## src/rtl/alu_pkg.sv

```systemverilog
// Shared definitions for the alu arbiter slice.
//   - alu operator codes and default widths
//   - is_legal_op: true for the six operators the alu implements
//   - arb_state_t: arbiter FSM state encoding
package alu_pkg;

  localparam int DATA_WIDTH_DEF = 32;
  localparam int OP_WIDTH_DEF   = 4;

  localparam logic [3:0] OP_AND = 4'b0000;
  localparam logic [3:0] OP_OR  = 4'b0001;
  localparam logic [3:0] OP_ADD = 4'b0010;
  localparam logic [3:0] OP_SUB = 4'b0110;
  localparam logic [3:0] OP_SLT = 4'b0111;
  localparam logic [3:0] OP_NOR = 4'b1100;

  typedef enum logic [1:0] {
    ST_IDLE  = 2'd0,
    ST_ISSUE = 2'd1,
    ST_RESP  = 2'd2
  } arb_state_t;

  function automatic logic is_legal_op(input logic [3:0] op);
    case (op)
      OP_AND, OP_OR, OP_ADD, OP_SUB, OP_SLT, OP_NOR: is_legal_op = 1'b1;
      default:                                       is_legal_op = 1'b0;
    endcase
  endfunction

endpackage

```

## src/rtl/alu_arbiter_if.sv

```systemverilog
// Bus between the two requesters / external alu (master side) and the
// arbiter (slave side).
//   req_*  : per-requester valid/ready handshake and operands
//   alu_*  : registered operands out to the alu, result/zero back
//   rsp_*  : one-hot response valid, shared result bus, per-requester accept
interface alu_arbiter_if #(
  parameter int DATA_WIDTH = 32,
  parameter int OP_WIDTH   = 4
);
  logic [1:0]            req_valid;
  logic [1:0]            req_ready;
  logic [DATA_WIDTH-1:0] req0_first_arg;
  logic [DATA_WIDTH-1:0] req0_second_arg;
  logic [OP_WIDTH-1:0]   req0_operator;
  logic [DATA_WIDTH-1:0] req1_first_arg;
  logic [DATA_WIDTH-1:0] req1_second_arg;
  logic [OP_WIDTH-1:0]   req1_operator;
  logic [DATA_WIDTH-1:0] alu_first_arg;
  logic [DATA_WIDTH-1:0] alu_second_arg;
  logic [OP_WIDTH-1:0]   alu_operator;
  logic [DATA_WIDTH-1:0] alu_result;
  logic                  alu_zero;
  logic [1:0]            rsp_valid;
  logic [1:0]            rsp_ready;
  logic [DATA_WIDTH-1:0] rsp_result;
  logic                  rsp_zero;
  logic                  rsp_illegal;

  modport master (
    output req_valid, req0_first_arg, req0_second_arg, req0_operator,
           req1_first_arg, req1_second_arg, req1_operator,
           alu_result, alu_zero, rsp_ready,
    input  req_ready, alu_first_arg, alu_second_arg, alu_operator,
           rsp_valid, rsp_result, rsp_zero, rsp_illegal
  );

  modport slave (
    input  req_valid, req0_first_arg, req0_second_arg, req0_operator,
           req1_first_arg, req1_second_arg, req1_operator,
           alu_result, alu_zero, rsp_ready,
    output req_ready, alu_first_arg, alu_second_arg, alu_operator,
           rsp_valid, rsp_result, rsp_zero, rsp_illegal
  );
endinterface

```

## src/rtl/rr_arbiter_2.sv

```systemverilog
// Two-way round-robin grant.
//   req      : request vector, bit i = requester i
//   advance  : a grant was taken this cycle; pointer moves to the loser
//   grant    : one-hot combinational grant (00 when nothing requested)
//   grant_id : index of the granted requester
module rr_arbiter_2 (
  input  logic       clk,
  input  logic       reset,
  input  logic [1:0] req,
  input  logic       advance,
  output logic [1:0] grant,
  output logic       grant_id
);

  // Pointer names the requester that wins when both are asking.
  logic ptr;

  always_comb begin
    grant_id = 1'b0;
    grant    = 2'b00;
    case (req)
      2'b01: begin grant_id = 1'b0; grant = 2'b01; end
      2'b10: begin grant_id = 1'b1; grant = 2'b10; end
      2'b11: begin grant_id = ptr;  grant = ptr ? 2'b10 : 2'b01; end
      default: ;
    endcase
  end

  always_ff @(posedge clk) begin
    if (reset)        ptr <= 1'b0;
    else if (advance) ptr <= ~grant_id;
  end

endmodule

```

## src/rtl/alu_arbiter.sv

```systemverilog
// Shares one external combinational alu between two requesters
// (0 = execute stage, 1 = branch/compare helper). One operation in flight:
// IDLE grants and latches operands, ISSUE lets the alu settle and captures
// the result, RESP holds the response until the owner accepts it.
//   clk, reset : rising-edge clock, synchronous active-high reset
//   bus        : alu_arbiter_if slave modport (req_*, alu_*, rsp_*)
module alu_arbiter
  import alu_pkg::*;
#(
  parameter int DATA_WIDTH = DATA_WIDTH_DEF,
  parameter int OP_WIDTH   = OP_WIDTH_DEF
) (
  input  logic          clk,
  input  logic          reset,
  alu_arbiter_if.slave  bus
);

  arb_state_t            state;
  logic                  owner;
  logic [1:0]            grant;
  logic                  grant_id;
  logic                  handshake;
  logic [DATA_WIDTH-1:0] sel_first_arg;
  logic [DATA_WIDTH-1:0] sel_second_arg;
  logic [OP_WIDTH-1:0]   sel_operator;

  rr_arbiter_2 u_rr (
    .clk      (clk),
    .reset    (reset),
    .req      (bus.req_valid),
    .advance  (handshake),
    .grant    (grant),
    .grant_id (grant_id)
  );

  // Ready only in IDLE and never while reset is held, so a grant seen by a
  // requester always corresponds to a latched operation.
  assign bus.req_ready = (state == ST_IDLE && !reset) ? grant : 2'b00;
  assign handshake     = (state == ST_IDLE) && (grant != 2'b00);

  always_comb begin
    sel_first_arg  = bus.req0_first_arg;
    sel_second_arg = bus.req0_second_arg;
    sel_operator   = bus.req0_operator;
    if (grant_id) begin
      sel_first_arg  = bus.req1_first_arg;
      sel_second_arg = bus.req1_second_arg;
      sel_operator   = bus.req1_operator;
    end
  end

  always_ff @(posedge clk) begin
    if (reset) begin
      state              <= ST_IDLE;
      owner              <= 1'b0;
      bus.rsp_valid      <= 2'b00;
      bus.rsp_result     <= '0;
      bus.rsp_zero       <= 1'b0;
      bus.rsp_illegal    <= 1'b0;
      bus.alu_first_arg  <= '0;
      bus.alu_second_arg <= '0;
      bus.alu_operator   <= '0;
    end else begin
      case (state)
        ST_IDLE: begin
          if (handshake) begin
            bus.alu_first_arg  <= sel_first_arg;
            bus.alu_second_arg <= sel_second_arg;
            bus.alu_operator   <= sel_operator;
            owner              <= grant_id;
            state              <= ST_ISSUE;
          end
        end
        // alu output is valid on the registered operands by this edge.
        ST_ISSUE: begin
          bus.rsp_result  <= bus.alu_result;
          bus.rsp_zero    <= bus.alu_zero;
          bus.rsp_illegal <= !is_legal_op(bus.alu_operator);
          bus.rsp_valid   <= owner ? 2'b10 : 2'b01;
          state           <= ST_RESP;
        end
        ST_RESP: begin
          if (bus.rsp_ready[owner]) begin
            bus.rsp_valid <= 2'b00;
            state         <= ST_IDLE;
          end
        end
        default: state <= ST_IDLE;
      endcase
    end
  end

endmodule

```

## src/flat_wrapper.sv

```systemverilog
// flat-port wrapper written by rule: the top's interface ports become plain ports
module alu_arbiter_flat import alu_pkg::*;
#(
  parameter int DATA_WIDTH = DATA_WIDTH_DEF,
  parameter int OP_WIDTH   = OP_WIDTH_DEF
)
  (clk, reset, bus_req_valid, bus_req0_first_arg, bus_req0_second_arg, bus_req0_operator, bus_req1_first_arg, bus_req1_second_arg, bus_req1_operator, bus_alu_result, bus_alu_zero, bus_rsp_ready, bus_req_ready, bus_alu_first_arg, bus_alu_second_arg, bus_alu_operator, bus_rsp_valid, bus_rsp_result, bus_rsp_zero, bus_rsp_illegal);
  alu_arbiter_if #(.DATA_WIDTH(DATA_WIDTH), .OP_WIDTH(OP_WIDTH)) bus_i ();
  input  logic clk;
  input  logic reset;
  input wire logic [$bits(bus_i.req_valid)-1:0] bus_req_valid;
  input wire logic [$bits(bus_i.req0_first_arg)-1:0] bus_req0_first_arg;
  input wire logic [$bits(bus_i.req0_second_arg)-1:0] bus_req0_second_arg;
  input wire logic [$bits(bus_i.req0_operator)-1:0] bus_req0_operator;
  input wire logic [$bits(bus_i.req1_first_arg)-1:0] bus_req1_first_arg;
  input wire logic [$bits(bus_i.req1_second_arg)-1:0] bus_req1_second_arg;
  input wire logic [$bits(bus_i.req1_operator)-1:0] bus_req1_operator;
  input wire logic [$bits(bus_i.alu_result)-1:0] bus_alu_result;
  input wire logic [$bits(bus_i.alu_zero)-1:0] bus_alu_zero;
  input wire logic [$bits(bus_i.rsp_ready)-1:0] bus_rsp_ready;
  output wire logic [$bits(bus_i.req_ready)-1:0] bus_req_ready;
  output wire logic [$bits(bus_i.alu_first_arg)-1:0] bus_alu_first_arg;
  output wire logic [$bits(bus_i.alu_second_arg)-1:0] bus_alu_second_arg;
  output wire logic [$bits(bus_i.alu_operator)-1:0] bus_alu_operator;
  output wire logic [$bits(bus_i.rsp_valid)-1:0] bus_rsp_valid;
  output wire logic [$bits(bus_i.rsp_result)-1:0] bus_rsp_result;
  output wire logic [$bits(bus_i.rsp_zero)-1:0] bus_rsp_zero;
  output wire logic [$bits(bus_i.rsp_illegal)-1:0] bus_rsp_illegal;
  assign bus_i.req_valid = bus_req_valid;
  assign bus_i.req0_first_arg = bus_req0_first_arg;
  assign bus_i.req0_second_arg = bus_req0_second_arg;
  assign bus_i.req0_operator = bus_req0_operator;
  assign bus_i.req1_first_arg = bus_req1_first_arg;
  assign bus_i.req1_second_arg = bus_req1_second_arg;
  assign bus_i.req1_operator = bus_req1_operator;
  assign bus_i.alu_result = bus_alu_result;
  assign bus_i.alu_zero = bus_alu_zero;
  assign bus_i.rsp_ready = bus_rsp_ready;
  assign bus_req_ready = bus_i.req_ready;
  assign bus_alu_first_arg = bus_i.alu_first_arg;
  assign bus_alu_second_arg = bus_i.alu_second_arg;
  assign bus_alu_operator = bus_i.alu_operator;
  assign bus_rsp_valid = bus_i.rsp_valid;
  assign bus_rsp_result = bus_i.rsp_result;
  assign bus_rsp_zero = bus_i.rsp_zero;
  assign bus_rsp_illegal = bus_i.rsp_illegal;
  alu_arbiter #(.DATA_WIDTH(DATA_WIDTH), .OP_WIDTH(OP_WIDTH)) u_core (.clk(clk), .reset(reset), .bus(bus_i));
endmodule
```

## config.mk

```make
export PLATFORM = sky130hd
export DESIGN_NAME = alu_arbiter_flat
export DESIGN_NICKNAME = d
export VERILOG_FILES = /design/src/rtl/alu_pkg.sv /design/src/rtl/alu_arbiter_if.sv /design/src/rtl/rr_arbiter_2.sv /design/src/rtl/alu_arbiter.sv /design/src/flat_wrapper.sv
export SDC_FILE = /design/constraint.sdc
export NUM_CORES = 1
export LEC_CHECK = 0
export CAP_MARGIN = 20
export CORE_UTILIZATION = 40
export CTS_CLUSTER_SIZE = 28
export DETAILED_ROUTE_END_ITERATION = 12
export GPL_TIMING_DRIVEN = 0
export MAX_ROUTING_LAYER = met4
export PLACE_DENSITY_LB_ADDON = 0.12
export SLEW_MARGIN = 20
export SYNTH_ARGS = -nofsm -noshare
export SYNTH_HDL_FRONTEND = slang
export SYNTH_SLANG_ARGS = --single-unit
```

## constraint.sdc

```tcl
create_clock -name clk -period 3.4 [get_ports clk]
set_input_delay 0.68 -clock clk [delete_from_list [all_inputs] [get_ports clk]]
set_output_delay 0.68 -clock clk [all_outputs]
set_load 0.05 [all_outputs]
```

==> results by group <==
Global routing
  – Number of global-route vias before repair: 5,409
  – GRT overflow: 0
  – GRT Total Usage: between 20% and 30%
  – Initial antenna violation count: 0
  – First-pass GRT wire length: about 26 mm
  – Largest net degree at the start of global routing: 20

Route
  – Routed vias/inst: approximately 5.5
  – Met3 wire len: 1.28 mm
  – Metal-1 WL: approximately 6.5 mm
  – Final WL: roughly 17 mm
  – Initial DRC count: approximately 380
  – Antenna Nets Post-Route: 0
  – Detailed Routing Iterations Pass 1: 6
  – Vias: around 5,500
  – WL/cell: 17.0 microns
  – Residual DRC: 0
  – Met2 WL post-DR: between 8 and 9 mm
  – Top Metal Used: met4

Placement
  – Placed cell area: 0.00747 sq mm
  – Port Buffer Count: 280
  – Global placement routability congestion: a little under 0.9
  – Cell count after placement: roughly 1,000
  – HPWL after DPL: roughly 13 mm

Layout
  – Fin nets: 1,028
  – Synthesis-to-layout area growth: 70.3%
  – Post-route cell area: approximately 0.0076 sq mm
  – N_diodes: 0
  – Final cell count without fillers: between 900 and 1,000
  – Layout cell share with drive strength beyond 1: under 10%
  – Fillers: 925

STA
  – Worst Tran Pin Value: roughly 0.55 ns
  – Final Hold Fails: 0
  – Setup_tns: 0 ns
  – Clk_skew: 0.0148 ns
  – Fin. max-slew vios: 0
  – Min Tclk post-route: approximately 3.3 ns
  – Tcrit/Tclk final: around 100%
  – RSZ-0062 raised after global routing: no
  – Max_slew headroom: approximately 63%
  – Setup Viol. Count Final: 0
  – FMAX: between 300 and 400 MHz

Critical path
  – Worst Path Arrival: 2.62 ns
  – CP Launch Type: input port
  – Worst-path cell chain: clkdlybuf4s50_1 -> nor3b_2 -> and3b_1 -> clkbuf_1 -> buf_2 -> clkdlybuf4s15_1
  – Slowest cell on crit path: clkdlybuf4s50_1
  – Cell family with most CP delay: buffers and inverters
  – Largest fanout on the critical path: 10
  – R2r setup slk: roughly 1.5 ns
  – Worst r2r src: u_core.u_rr.ptr
  – CP Buf/Inv Count: 4
  – Crit. Startpoint: bus_req_valid[1]
  – Worst path max stage delay: approximately 0.52 ns
  – Critical R2R Capture: u_core.bus.alu_second_arg[21]
  – Crit path required time: around 2.7 ns
  – Crit Path Category: in2out
  – Reg2Reg Depth: 5
  – CP Depth: 6
  – Critical path capture point: bus_req_ready[1]
  – Crit path capture type: output pin

Clock tree
  – CTS tree: yes
  – Clock sink count: between 100 and 150
  – Bufs on Longest Clock Path: 2
  – Cts hold-fix bufs: 0
  – H-tree levels: 3
  – Clock transition at path regs: ~0.1 ns
  – CTS Root Buffer Type: clkbuf_8
  – Cts bufs inserted: 9
  – Clk_lat worst skew: roughly 0.37 ns

Yosys
  – Simple-gate area share of the yosys netlist: between 20% and 30%
  – Avg Inst Size Synth: roughly 8.0 sq um
  – Cell area after synthesis: 0.00449 sq mm
  – Adder-Cell Fraction of Synth Area: 0%
  – Synth Area in XOR/XNOR: less than 1%
  – Cells after Synth: between 500 and 600
  – Multiplexer area fraction after synthesis: less than 1%
  – Post-synth net total: 737
  – Compound-gate portion of the synthesized area: around 22%
  – Sequential area share after synthesis: between 40% and 50%
  – Flops & latches, synth: 108
  – Synth warn: 0
  – Main combinational cell family by area after synthesis: compound AO/OA/AOI/OAI gates
  – Post-synthesis cell type count: 31

Die
  – Core ar.: 0.0109 sq mm
  – Die Width: between 100 and 150 microns
  – Area of the die: roughly 0.012 sq mm
  – Die Ht: 108 microns
  – Boundary Pins: 281
  – Initial cell density of the core: between 40% and 50%
  – Placement Rows: 38

Run status
  – Status: completed

Pwr
  – Int Power: about 2.2 mW
  – Switching share of power: a little under two fifths
  – Clk network pwr share: 21.8%
  – Sw power: ~1.3 mW
  – Proportion of power drawn by combinational gates: between 30% and 40%
  – Sequential Power Share: between 40% and 50%
  – Cell Pwr Density: approximately 450 mW/mm^2
  – P_leak: roughly 2.7 nW
  – Worst vdd ir: between 200 and 250 uV

Flow run
  – Max Cap Viol: 0

Min path
  – Hold Path Class: reg2reg
power groups by stage:
stage | registers (mW) | clock network [mW] | logic (mW)
3_5_place_dp | 1.47 | 0 | 1.24
3_3_place_gp | 1.46 | 0 | 1.23
5_1_grt | 1.46 | 0.827 | 1.31
2_1_floorplan | 1.84 | 0 | 0.334
4_1_cts | 1.44 | 0.767 | 1.25
6_report | 1.44 | 0.749 | 1.25
per-layer routing:
| layer | track usage (%) | vias up |
|---|---|---|
| met5 | - | - |
| met4 | 13.1 | 0 |
| met3 | 5.97 | 51 |
| met2 | 51.0 | 257 |
| met1 | 31.5 | 2582 |
| li1 | - | 2603 |
metrics by stage:
stage / hold WS (ns) / util, % / power [mW] / setup WS (ns)
floorplan: 0.458 / - / 2.17 / 0.724
global placement: 0.441 / 68.6 / 2.69 / -0.259
detailed placement: 0.448 / 68.6 / 2.71 / -0.255
CTS: 0.463 / 70.3 / 3.45 / 0.0203
global route: 0.479 / 70.2 / 3.60 / 0.0177
finish: 0.462 / 70.2 / 3.44 / 0.0963
cell usage after synthesis:
library cell | instances | area share (%)
or2_4 | 1 | 0.20
a221o_1 | 12 | 2.7
nor2b_1 | 1 | 0.14
a21boi_0 | 1 | 0.17
mux2i_1 | 2 | 0.45
nand2_1 | 67 | 5.6
buf_1 | 7 | 0.59
nand2b_1 | 2 | 0.28
dfxtp_1 | 108 | 48
clkbuf_1 | 39 | 3.3
nor2_1 | 9 | 0.75
inv_1 | 12 | 1.0
o21bai_1 | 1 | 0.17
a21oi_1 | 34 | 3.8
a221oi_1 | 1 | 0.20
o21ba_4 | 1 | 0.36
a2111oi_0 | 2 | 0.39
nand3b_1 | 1 | 0.17
and3b_1 | 1 | 0.20
a31oi_1 | 56 | 7.8
a21o_1 | 2 | 0.33
o21ai_0 | 57 | 6.4
a21bo_2 | 1 | 0.22
buf_6 | 3 | 0.75
nor3b_2 | 1 | 0.28
nor3_1 | 13 | 1.4
nand3_1 | 112 | 12
or3_1 | 1 | 0.14
xor2_1 | 1 | 0.20
buf_4 | 1 | 0.17
buf_2 | 12 | 1.3
worst register-to-register path, cell delays in order, from the launching register on:
cell and delay [ns]:
dfxtp_1 0.39, nand2b_1 0.16, clkbuf_1 0.44, clkbuf_1 0.44
nand3_1 0.17, a31oi_1 0.22
placed cells by master (no fill, tap or decap), drive strengths merged, types with 9 or more instances in the layout:
cell           synthesis  routed
nor2                   9       9
inv                   12      14
o21ai                 57      57
a221o                 12      12
a21oi                 34      34
dfxtp                108     108
nand2                 67      67
buf                   23      23
nor3                  13      13
nand3                112     112
clkbuf                39      49
clkdlybuf4s50          0     278
a31oi                 56      56
cell type report:
type                    instances  area (sq um)  area share [%]
plain buffers                  62           274            3.58
clock buffers                   9           124            1.62
clock inverters                 7          60.1           0.785
inverters                      12          45.0           0.589
multi-input cells             380          2010            26.3
flip-flops and latches        108          2160            28.3
well taps                     140           175            2.29
repair buffers                280          2800            36.6
worst min-delay path by stage:
| stage | start | end | cells past startpoint |
|---|---|---|---|
| floorplan | u_core.u_rr.ptr | u_core.u_rr.ptr | 1 |
| global placement | u_core.bus.rsp_result[2] | u_core.bus.rsp_result[2] | 2 |
| detailed placement | u_core.bus.rsp_result[30] | u_core.bus.rsp_result[30] | 2 |
| CTS | u_core.bus.rsp_result[30] | u_core.bus.rsp_result[30] | 2 |
| global route | u_core.bus.rsp_result[19] | u_core.bus.rsp_result[19] | 2 |
| finish | u_core.bus.rsp_result[1] | u_core.bus.rsp_result[1] | 2 |
sequential cells by signal, indices dropped and copies added, names as in the netlist:
signal                     count
u_core.state                   2
u_core.u_rr.ptr                1
u_core.bus.rsp_result         32
u_core.bus.alu_operator        4
u_core.bus.rsp_illegal         1
u_core.bus.rsp_zero            1
u_core.bus.rsp_valid           2
u_core.bus.alu_first_arg      32
u_core.owner                   1
u_core.bus.alu_second_arg     32
cells by family (layout without fill, tap and decap cells):
kind of cell | Yosys count | in the layout
buffers and inverters | 74 | 370
flip-flops | 108 | 108
AO/OA/AOI/OAI | 168 | 168
AND/OR/NAND/NOR | 209 | 209
XOR/XNOR | 1 | 1
multiplexers | 2 | 2
repair_timing:
action,4_1_cts,5_1_grt
hold endpoints to repair,0,0
pin swaps,0,0
setup endpoints to repair,2,2
gates resized for setup,2,3
buffers inserted,0,0
Note: power is estimated with default switching activity, not from simulation.
